File: src/rtl/seg7_pkg.sv
// Shared constants and helpers for the multiplexed 7-segment driver.
// Segment order is {a,b,c,d,e,f,g}, all active-LOW.
package seg7_pkg;

    typedef logic [6:0] seg_t;

    // One digit slot as seen by the output stage after muxing.
    typedef struct packed {
        logic [3:0] nib;
        logic       blank;
        logic       dot;
    } digit_t;

    localparam seg_t SEG_BLANK = 7'b1111111;

    localparam seg_t FONT_0 = 7'b0000001;
    localparam seg_t FONT_1 = 7'b1001111;
    localparam seg_t FONT_2 = 7'b0010010;
    localparam seg_t FONT_3 = 7'b0000110;
    localparam seg_t FONT_4 = 7'b1001100;
    localparam seg_t FONT_5 = 7'b0100100;
    localparam seg_t FONT_6 = 7'b0100000;
    localparam seg_t FONT_7 = 7'b0001111;
    localparam seg_t FONT_8 = 7'b0000000;
    localparam seg_t FONT_9 = 7'b0000100;
    localparam seg_t FONT_A = 7'b0001000;
    localparam seg_t FONT_B = 7'b1100000;
    localparam seg_t FONT_C = 7'b0110001;
    localparam seg_t FONT_D = 7'b1000010;
    localparam seg_t FONT_E = 7'b0110000;
    localparam seg_t FONT_F = 7'b0111000;

    // Packed table, FONT[n] is the glyph for nibble n.
    localparam logic [15:0][6:0] FONT = {
        FONT_F, FONT_E, FONT_D, FONT_C,
        FONT_B, FONT_A, FONT_9, FONT_8,
        FONT_7, FONT_6, FONT_5, FONT_4,
        FONT_3, FONT_2, FONT_1, FONT_0
    };

    // Counter width able to hold 0..n-1, never narrower than one bit.
    function automatic int cnt_width(input int n);
        return (n > 1) ? $clog2(n) : 1;
    endfunction

endpackage

File: src/rtl/seg7_scan_driver_hex_to_seg7.sv
// Nibble to active-LOW 7-segment glyph with a blank override.
// Pure combinational; shared by all digits through the scan mux.
module hex_to_seg7
    import seg7_pkg::*;
(
    input  logic [3:0] nibble,
    input  logic       blank,
    output seg_t       seg
);

    // Blank wins over the font lookup.
    always_comb begin
        seg = SEG_BLANK;
        if (!blank) begin
            seg = FONT[nibble];
        end
    end

endmodule

File: src/rtl/seg7_scan_driver.sv
// Time-multiplexed N-digit common-anode 7-segment driver.
// Frame-synchronous image update, guard interval, LZ blanking.
module seg7_scan_driver
    import seg7_pkg::*;
#(
    parameter int NUM_DIGITS   = 4,
    parameter int REFRESH_DIV  = 100000,
    parameter int GUARD_CYCLES = 16
) (
    input  logic                    clk,
    input  logic                    rst,
    input  logic                    load,
    input  logic [4*NUM_DIGITS-1:0] digits_in,
    input  logic [NUM_DIGITS-1:0]   blank_in,
    input  logic [NUM_DIGITS-1:0]   dp_in,
    input  logic                    lz_suppress,
    output logic [6:0]              seg,
    output logic                    dp,
    output logic [NUM_DIGITS-1:0]   an,
    output logic                    frame_tick
);

    localparam int IW = cnt_width(NUM_DIGITS);
    localparam int PW = cnt_width(REFRESH_DIV);

    localparam logic [PW-1:0] PHASE_LAST = PW'(REFRESH_DIV - 1);
    localparam logic [PW-1:0] GUARD      = PW'(GUARD_CYCLES);
    localparam logic [IW-1:0] IDX_LAST   = IW'(NUM_DIGITS - 1);

    logic [PW-1:0] phase;
    logic [IW-1:0] idx;
    logic          slot_end;
    logic          frame_end;
    logic          in_guard;

    logic [4*NUM_DIGITS-1:0] pend_data;
    logic [NUM_DIGITS-1:0]   pend_blank;
    logic [NUM_DIGITS-1:0]   pend_dp;

    logic [4*NUM_DIGITS-1:0] act_data;
    logic [NUM_DIGITS-1:0]   act_blank;
    logic [NUM_DIGITS-1:0]   act_dp;

    logic [NUM_DIGITS:0]     zero_from;
    logic [NUM_DIGITS-1:0]   lz_mask;
    logic [NUM_DIGITS-1:0]   eff_blank;

    digit_t                  cur;
    logic [NUM_DIGITS-1:0]   an_sel;
    seg_t                    font_seg;

    assign slot_end  = (phase == PHASE_LAST);
    assign frame_end = slot_end && (idx == IDX_LAST);
    assign in_guard  = (phase < GUARD);

    // Phase within a digit slot and the slot index; idx wraps at the frame end.
    always_ff @(posedge clk or posedge rst) begin
        if (rst) begin
            phase <= '0;
            idx   <= '0;
        end else if (slot_end) begin
            phase <= '0;
            if (frame_end) begin
                idx <= '0;
            end else begin
                idx <= idx + 1'b1;
            end
        end else begin
            phase <= phase + 1'b1;
        end
    end

    // Pending image: every load lands here, visible only after a commit.
    always_ff @(posedge clk or posedge rst) begin
        if (rst) begin
            pend_data  <= '0;
            pend_blank <= '1;
            pend_dp    <= '0;
        end else if (load) begin
            pend_data  <= digits_in;
            pend_blank <= blank_in;
            pend_dp    <= dp_in;
        end
    end

    // Active image swaps only at the frame wrap; a load on that cycle bypasses pending.
    always_ff @(posedge clk or posedge rst) begin
        if (rst) begin
            act_data   <= '0;
            act_blank  <= '1;
            act_dp     <= '0;
            frame_tick <= 1'b0;
        end else begin
            frame_tick <= frame_end;
            if (frame_end) begin
                if (load) begin
                    act_data  <= digits_in;
                    act_blank <= blank_in;
                    act_dp    <= dp_in;
                end else begin
                    act_data  <= pend_data;
                    act_blank <= pend_blank;
                    act_dp    <= pend_dp;
                end
            end
        end
    end

    // zero_from[k] is set when every active nibble from k upward is zero.
    always_comb begin
        zero_from             = '0;
        zero_from[NUM_DIGITS] = 1'b1;
        for (int k = NUM_DIGITS - 1; k >= 0; k--) begin
            zero_from[k] = zero_from[k+1]
                         && (act_data[4*k +: 4] == 4'd0);
        end
    end

    // Leading-zero mask never touches digit 0; blank is the OR of both sources.
    always_comb begin
        lz_mask    = zero_from[NUM_DIGITS-1:0];
        lz_mask[0] = 1'b0;
        eff_blank  = act_blank;
        if (lz_suppress) begin
            eff_blank = act_blank | lz_mask;
        end
    end

    // Select the current digit's data and its one-cold anode pattern.
    always_comb begin
        cur    = '0;
        an_sel = '1;
        for (int k = 0; k < NUM_DIGITS; k++) begin
            if (idx == IW'(k)) begin
                cur.nib   = act_data[4*k +: 4];
                cur.blank = eff_blank[k];
                cur.dot   = act_dp[k];
                an_sel[k] = 1'b0;
            end
        end
    end

    hex_to_seg7 u_font (
        .nibble (cur.nib),
        .blank  (cur.blank),
        .seg    (font_seg)
    );

    // Registered pins; the guard window keeps all anodes off while segments settle.
    always_ff @(posedge clk or posedge rst) begin
        if (rst) begin
            an  <= '1;
            seg <= SEG_BLANK;
            dp  <= 1'b1;
        end else if (in_guard) begin
            an  <= '1;
            seg <= SEG_BLANK;
            dp  <= 1'b1;
        end else begin
            an  <= an_sel;
            seg <= font_seg;
            dp  <= ~cur.dot | cur.blank;
        end
    end

endmodule
File: config.mk
export PLATFORM = sky130hd
export DESIGN_NAME = seg7_scan_driver
export DESIGN_NICKNAME = d
export VERILOG_FILES = /design/src/rtl/seg7_pkg.sv /design/src/rtl/seg7_scan_driver_hex_to_seg7.sv /design/src/rtl/seg7_scan_driver.sv
export SDC_FILE = /design/constraint.sdc
export NUM_CORES = 1
export LEC_CHECK = 0
export BUFFER_PORTS_ARGS = -buffer_cell sky130_fd_sc_hd__buf_2
export CORE_MARGIN = 8
export CORE_UTILIZATION = 50
export DETAILED_ROUTE_END_ITERATION = 8
export GPL_ROUTABILITY_DRIVEN = 0
export PLACE_DENSITY = 0.66
export SKIP_LAST_GASP = 1
export SLEW_MARGIN = 20
export SYNTH_ARGS = -nofsm -noshare
export SYNTH_HDL_FRONTEND = slang
export SYNTH_HIERARCHICAL = 1
export SYNTH_SLANG_ARGS = --single-unit
File: constraint.sdc
create_clock -name clk -period 3.9 [get_ports clk]
set_input_delay 0.39 -clock clk [delete_from_list [all_inputs] [get_ports clk]]
set_output_delay 0.39 -clock clk [all_outputs]
set_load 0.02 [all_outputs]
==> out/results.txt, run 1 <==
Leakage: 1.95 nW
Layout Nets: 379
CP max FO: 13
min Tclk post-route: 3.06 ns
clock share of power: 33.2%
footprint of the multi-input gates: 1650 um^2
max-slew violation count: 0
IO Port Bufs: 40
Synth cell types: 49
initial core utilization: 50.6%
largest net degree at the start of global routing: 34
Die ar.: 10800 um^2
Die W: 104 um
vias in the first global route: 2465
H-tree levels: 3
GRT Total Usage: 13.8%
global-route wire length before repair: 12.2 mm
remaining antenna violation count: 0
Max Cap Violations: 0
# fillers: 646
Pint: 0.00121 W
grt total ovfl: 0
# hold bufs at CTS: 0
final setup fails: 0
worst path bufs/invs: 2
Clock Sink Count: 80
Post-Syn Area: 3850 um^2
post-route cell area: 4250 um^2
Post-CTS Repair Setup Buffers: 0
DR iter-0 viols: 96
CP startpoint kind: flip-flop
Total Wirelength: 7.07 mm
PwrDens: 373 nW/um^2
# DRC: 0
wire length per cell: 15.9 um
final setup TNS: 0 ns
delay of the slowest critical-path stage: 0.65 ns
Core Util, Final: 55.8%
Most used DFF post-synth: dfrtp_1
status: completed
CTS resizes: 0
# diodes: 0
register area: 2030 um^2
VDD IR max: 155 uV
CP Capture Type: flip-flop
total CTS buffers: 9
Syn Nets: 335
via count: 2352
worst-skew pair later-pin latency: 0.34 ns
Synthesis Warnings: 6
post-synthesis instance total: 295
FMAX: 327 MHz
initial antenna violation count: 0
Sw Pwr: 0.000376 W
Req. time, crit path: 4.17 ns
register share of total power: 57.1%
1st-pass router iterations: 4
clock transition at the registers of the reported paths: 0.08 ns
share of cells above drive strength 1: 39.2%
Combinational Power Share: 9.8%
root buffer cell: clkbuf_8
classification of the worst setup path: reg -> reg
final hold viol count: 0
cell area after placement: 4080 um^2
worst endpoint data arrival time: 3.33 ns
post-DP HPWL: 5.07 mm
Layout area overhead: 10.3%
Hold Path Class: in -> async
RSZ-0062 raised after global routing: no
chip height: 104 um
switching part of the total: 23.8%
hold slack: 0.0551 ns
row count: 32
core area: 7610 um^2
I/O Pins: 41
Final Cycle Share: 78.4%
Total Power: 0.00158 W
Max Buffers Root-to-Sink: 2
Max stage delay cell, worst path: o31ai_1
TritonCTS clock tree: built
Worst Skew: 0.00551 ns
Seq cells post-synth: 80
slew of the pin with the lowest slew margin: 0.992 ns
register area share after synthesis: 52.6%
Post-synth ARST share: 100%
routed vias/inst: 5.27
EDFF count, synth: 0
syn avg cell area: 13.1 um^2
Max-slew headroom: 33.4%
worst-path cell chain: inv_1 -> ha_1 -> nor2b_1 -> a221oi_1 -> o31ai_1 -> inv_1 -> ha_1 -> or2_1 -> a311o_1 -> nand2b_1
CP delay by family, top: compound AO/OA/AOI/OAI gates
routing by layer:
| metal | global-route usage, % | vias up | part of all wire (%) |
|---|---|---|---|
| met1 | 17.7 | 1148 | 47 |
| met5 | 0 | - | 0 |
| li1 | - | 1144 | - |
| met4 | 5.27 | 0 | 1.7 |
| met3 | 3.28 | 11 | 3.7 |
| met2 | 22.1 | 49 | 48 |
kinds of logic (layout without fill, tap and decap cells):
group	after synthesis	after routing	synth area share [%]
xor gates and xnor gates	13	13	2.96
muxes	55	55	17.9
AOI/OAI and AO/OA	26	26	5.17
and+or+nand+nor	87	87	13.0
adders and majority gates	12	12	3.90
buffers and inverters	22	71	4.42
DFF	80	80	52.6
through the flow:
step	std cells	setup slack [ns]
after floorplan	295	1.08
after global placement	430	0.987
after detailed placement	430	0.843
after CTS	446	0.814
after global routing	446	0.546
final	446	0.843
area by class of cell:
class / count / share of cell area (%)
clock buffers: 12 / 3.42
clock inverters: 4 / 0.471
inverters: 10 / 0.884
multi-input cells: 193 / 38.9
flip-flops and latches: 80 / 47.7
well taps: 102 / 3.00
repair buffers: 45 / 5.60
placed cells by master, fill, tap and decap left out, types with 9 or more instances in the layout:
cell type and instances:
nor2b_1 10, ha_1 12, dfstp_2 20, xor2_1 9, nor2_1 11, buf_2 40
mux2_4 20, nand2b_1 9, inv_1 9, mux2_2 29, clkbuf_8 10, nand2_1 17
dfrtp_1 60
power by group through the flow:
stage	clock [W]	combinational [W]	sequential, W
4_1_cts	0.000542	0.000158	0.000904
2_1_floorplan	0	0.000106	0.000924
6_report	0.000525	0.000154	0.000903
3_3_place_gp	0	0.000156	0.000918
5_1_grt	0.000576	0.000173	0.000908
3_5_place_dp	0	0.000158	0.000919
worst paths after layout:
check	startpoint	slack, ns	depth (start not counted)	endpoint
max in group asynchronous	rst	3.02	3	pend_blank[0]
hold / removal	rst	0.06	2	act_data[13]
hold reg to reg	phase[0]	0.50	1	phase[0]
setup / recovery	idx[1]	0.84	10	seg[5]
setup reg to reg	idx[1]	0.84	10	seg[5]
min in group clk	blank_in[0]	0.30	2	pend_blank[0]
registers in the layout (all words and copies together) (netlist names):
| name | flops |
|---|---|
| idx | 2 |
| act_data | 16 |
| pend_dp | 4 |
| act_blank | 4 |
| act_dp | 4 |
| dp | 1 |
| phase | 17 |
| pend_blank | 4 |
| frame_tick | 1 |
| an | 4 |
| pend_data | 16 |
| seg | 7 |
cell usage after synthesis, types with 9 or more instances:
| cell | number | area, um^2 |
|---|---|---|
| dfrtp_1 | 60 | 1500 |
| mux2_2 | 29 | 327 |
| dfstp_2 | 20 | 526 |
| mux2_4 | 20 | 300 |
| nand2_1 | 17 | 63.8 |
| ha_1 | 12 | 150 |
| nor2_1 | 11 | 41.3 |
| inv_1 | 10 | 37.5 |
| nor2b_1 | 10 | 62.6 |
| nand2b_1 | 9 | 56.3 |
| xor2_1 | 9 | 78.8 |
Power figures use the tool's default switching activity.
==> inputs of run 2 (changes only) <==
- PLACE_DENSITY: 0.66 -> 0.68
- clock period: 3.9 -> 2.5 ns (I/O delays scaled with it)
==> out/results.txt, run 2 (synthesized netlist as in run 1, its figures left out) <==
status: completed
Max Cap Violations: 0
Stages on worst setup path: 9
worst-skew pair later-pin latency: 0.36 ns
I/O Pins: 41
Req. time, crit path: 2.79 ns
share of cells above drive strength 1: 45.7%
final setup fails: 0
CP delay by family, top: compound AO/OA/AOI/OAI gates
CP endpoint: seg[5]
chip height: 104 um
grt total ovfl: 0
worst endpoint data arrival time: 2.69 ns
CP Capture Type: flip-flop
Max stage delay cell, worst path: dfrtp_2
Clock Sink Count: 80
CP most frequent cell: inv_1
IO Port Bufs: 40
clock transition at the registers of the reported paths: 0.08 ns
Worst Skew: 0.0102 ns
vias in the first global route: 2500
Final Non-Filler Cells: 463
row count: 32
Leakage: 2.06 nW
PwrDens: 579 nW/um^2
remaining antenna violation count: 0
final setup TNS: 0 ns
Max-slew headroom: 56.5%
GRT Total Usage: 14.4%
core area: 7610 um^2
TritonCTS clock tree: built
FMAX: 417 MHz
min Tclk post-route: 2.40 ns
largest net degree at the start of global routing: 41
worst path bufs/invs: 2
Total Wirelength: 7.37 mm
r2r worst-path depth: 9
max reg flops: 17
root buffer cell: clkbuf_8
delay of the slowest critical-path stage: 0.45 ns
initial antenna violation count: 0
Die W: 104 um
global-route wire length before repair: 12.5 mm
# DRC: 0
R2R Setup Slk: 0.10 ns
commonest non-fill, non-tap cell in the layout: dfrtp_1
classification of the worst setup path: reg -> reg
hold path cells: 2
Hold Path Class: in -> reg
1st-pass router iterations: 5
total CTS buffers: 9
worst-path cell chain: inv_1 -> ha_4 -> a221oi_2 -> o31ai_4 -> inv_1 -> ha_1 -> or2_1 -> a311o_1 -> nand2b_1
post-DP HPWL: 5.33 mm
CP startpoint kind: flip-flop
wire length per cell: 15.9 um
Die ar.: 10800 um^2
most frequent cells in the layout: 58 x dfrtp_1, 40 x buf_2, 29 x mux2_2
worst reg2reg startpoint: idx[0]
routed vias/inst: 5.27
via count: 2440
slew of the pin with the lowest slew margin: 0.652 ns
VDD IR max: 308 uV
max-slew violation count: 0
initial core utilization: 50.6%
Final Cycle Share: 95.9%
H-tree levels: 3
Layout area overhead: 16.8%
biggest regs: phase (17), act_data (16), pend_data (16)
DR iter-0 viols: 100
Largest Register: phase
final hold viol count: 0
# diodes: 0
Layout Nets: 396
Worst setup startpoint: idx[0]
R2R Path End: seg[5]
placed cells: 445
Max Buffers Root-to-Sink: 2
CP max FO: 10
[run 2: worst min-delay path by stage]
stage	start	to	slack [ns]
4_1_cts	digits_in[13]	pend_data[13]	0.12
3_3_place_gp	rst	pend_dp[1]	0.36
5_1_grt	blank_in[3]	pend_blank[3]	0.12
2_1_floorplan	digits_in[14]	pend_data[14]	0.42
6_report	digits_in[13]	pend_data[13]	0.13
3_5_place_dp	rst	pend_dp[1]	0.37
[run 2: repair_timing]
item | CTS | global route
hold buffers | 1 | 0
gates resized for setup | 0 | 11
setup buffers | 0 | 1
endpoints found under the setup margin | 0 | 6
endpoints found under the hold margin | 23 | 0
[run 2: cell type report]
class / count / area [um^2]
inverter: 10 / 37.5
sequential: 80 / 2030
fill: 643 / 3110
clock inverter: 7 / 72.6
clock buffer: 9 / 124
timing repair buffer: 62 / 380
multi-input combinational: 193 / 1720
tap: 102 / 128
[run 2: metal layers]
metal / global-route usage (%) / wire length, um / vias to the layer above
met2: 22.2 / 3540 / 58
met5: 0 / 0 / -
met4: 7.45 / 158 / 0
met1: 18.0 / 3360 / 1192
li1: - / - / 1179
met3: 4.03 / 322 / 11
[run 2: where the power goes]
group | total (W) | switching, W | internal (W)
clock | 0.000945 | 0.000485 | 0.000460
sequential | 0.00141 | 0.0000274 | 0.00138
combinational | 0.000250 | 0.000122 | 0.000127
total | 0.00260 | 0.000635 | 0.00197
[run 2: through the flow]
| stage | hold slack [ns] | instance area, um^2 | worst slack, ns | total power, W | util (%) |
|---|---|---|---|---|---|
| 3_3_place_gp | 0.359 | 4240 | 0.100 | 0.00168 | 55.7 |
| 5_1_grt | 0.124 | 4500 | -0.0150 | 0.00273 | 59.1 |
| 4_1_cts | 0.123 | 4440 | 0.0286 | 0.00264 | 58.4 |
| 3_5_place_dp | 0.371 | 4240 | 0.0485 | 0.00169 | 55.7 |
| 6_report | 0.135 | 4500 | 0.104 | 0.00260 | 59.1 |
| 2_1_floorplan | 0.415 | 3890 | 0.000925 | 0.00161 | - |
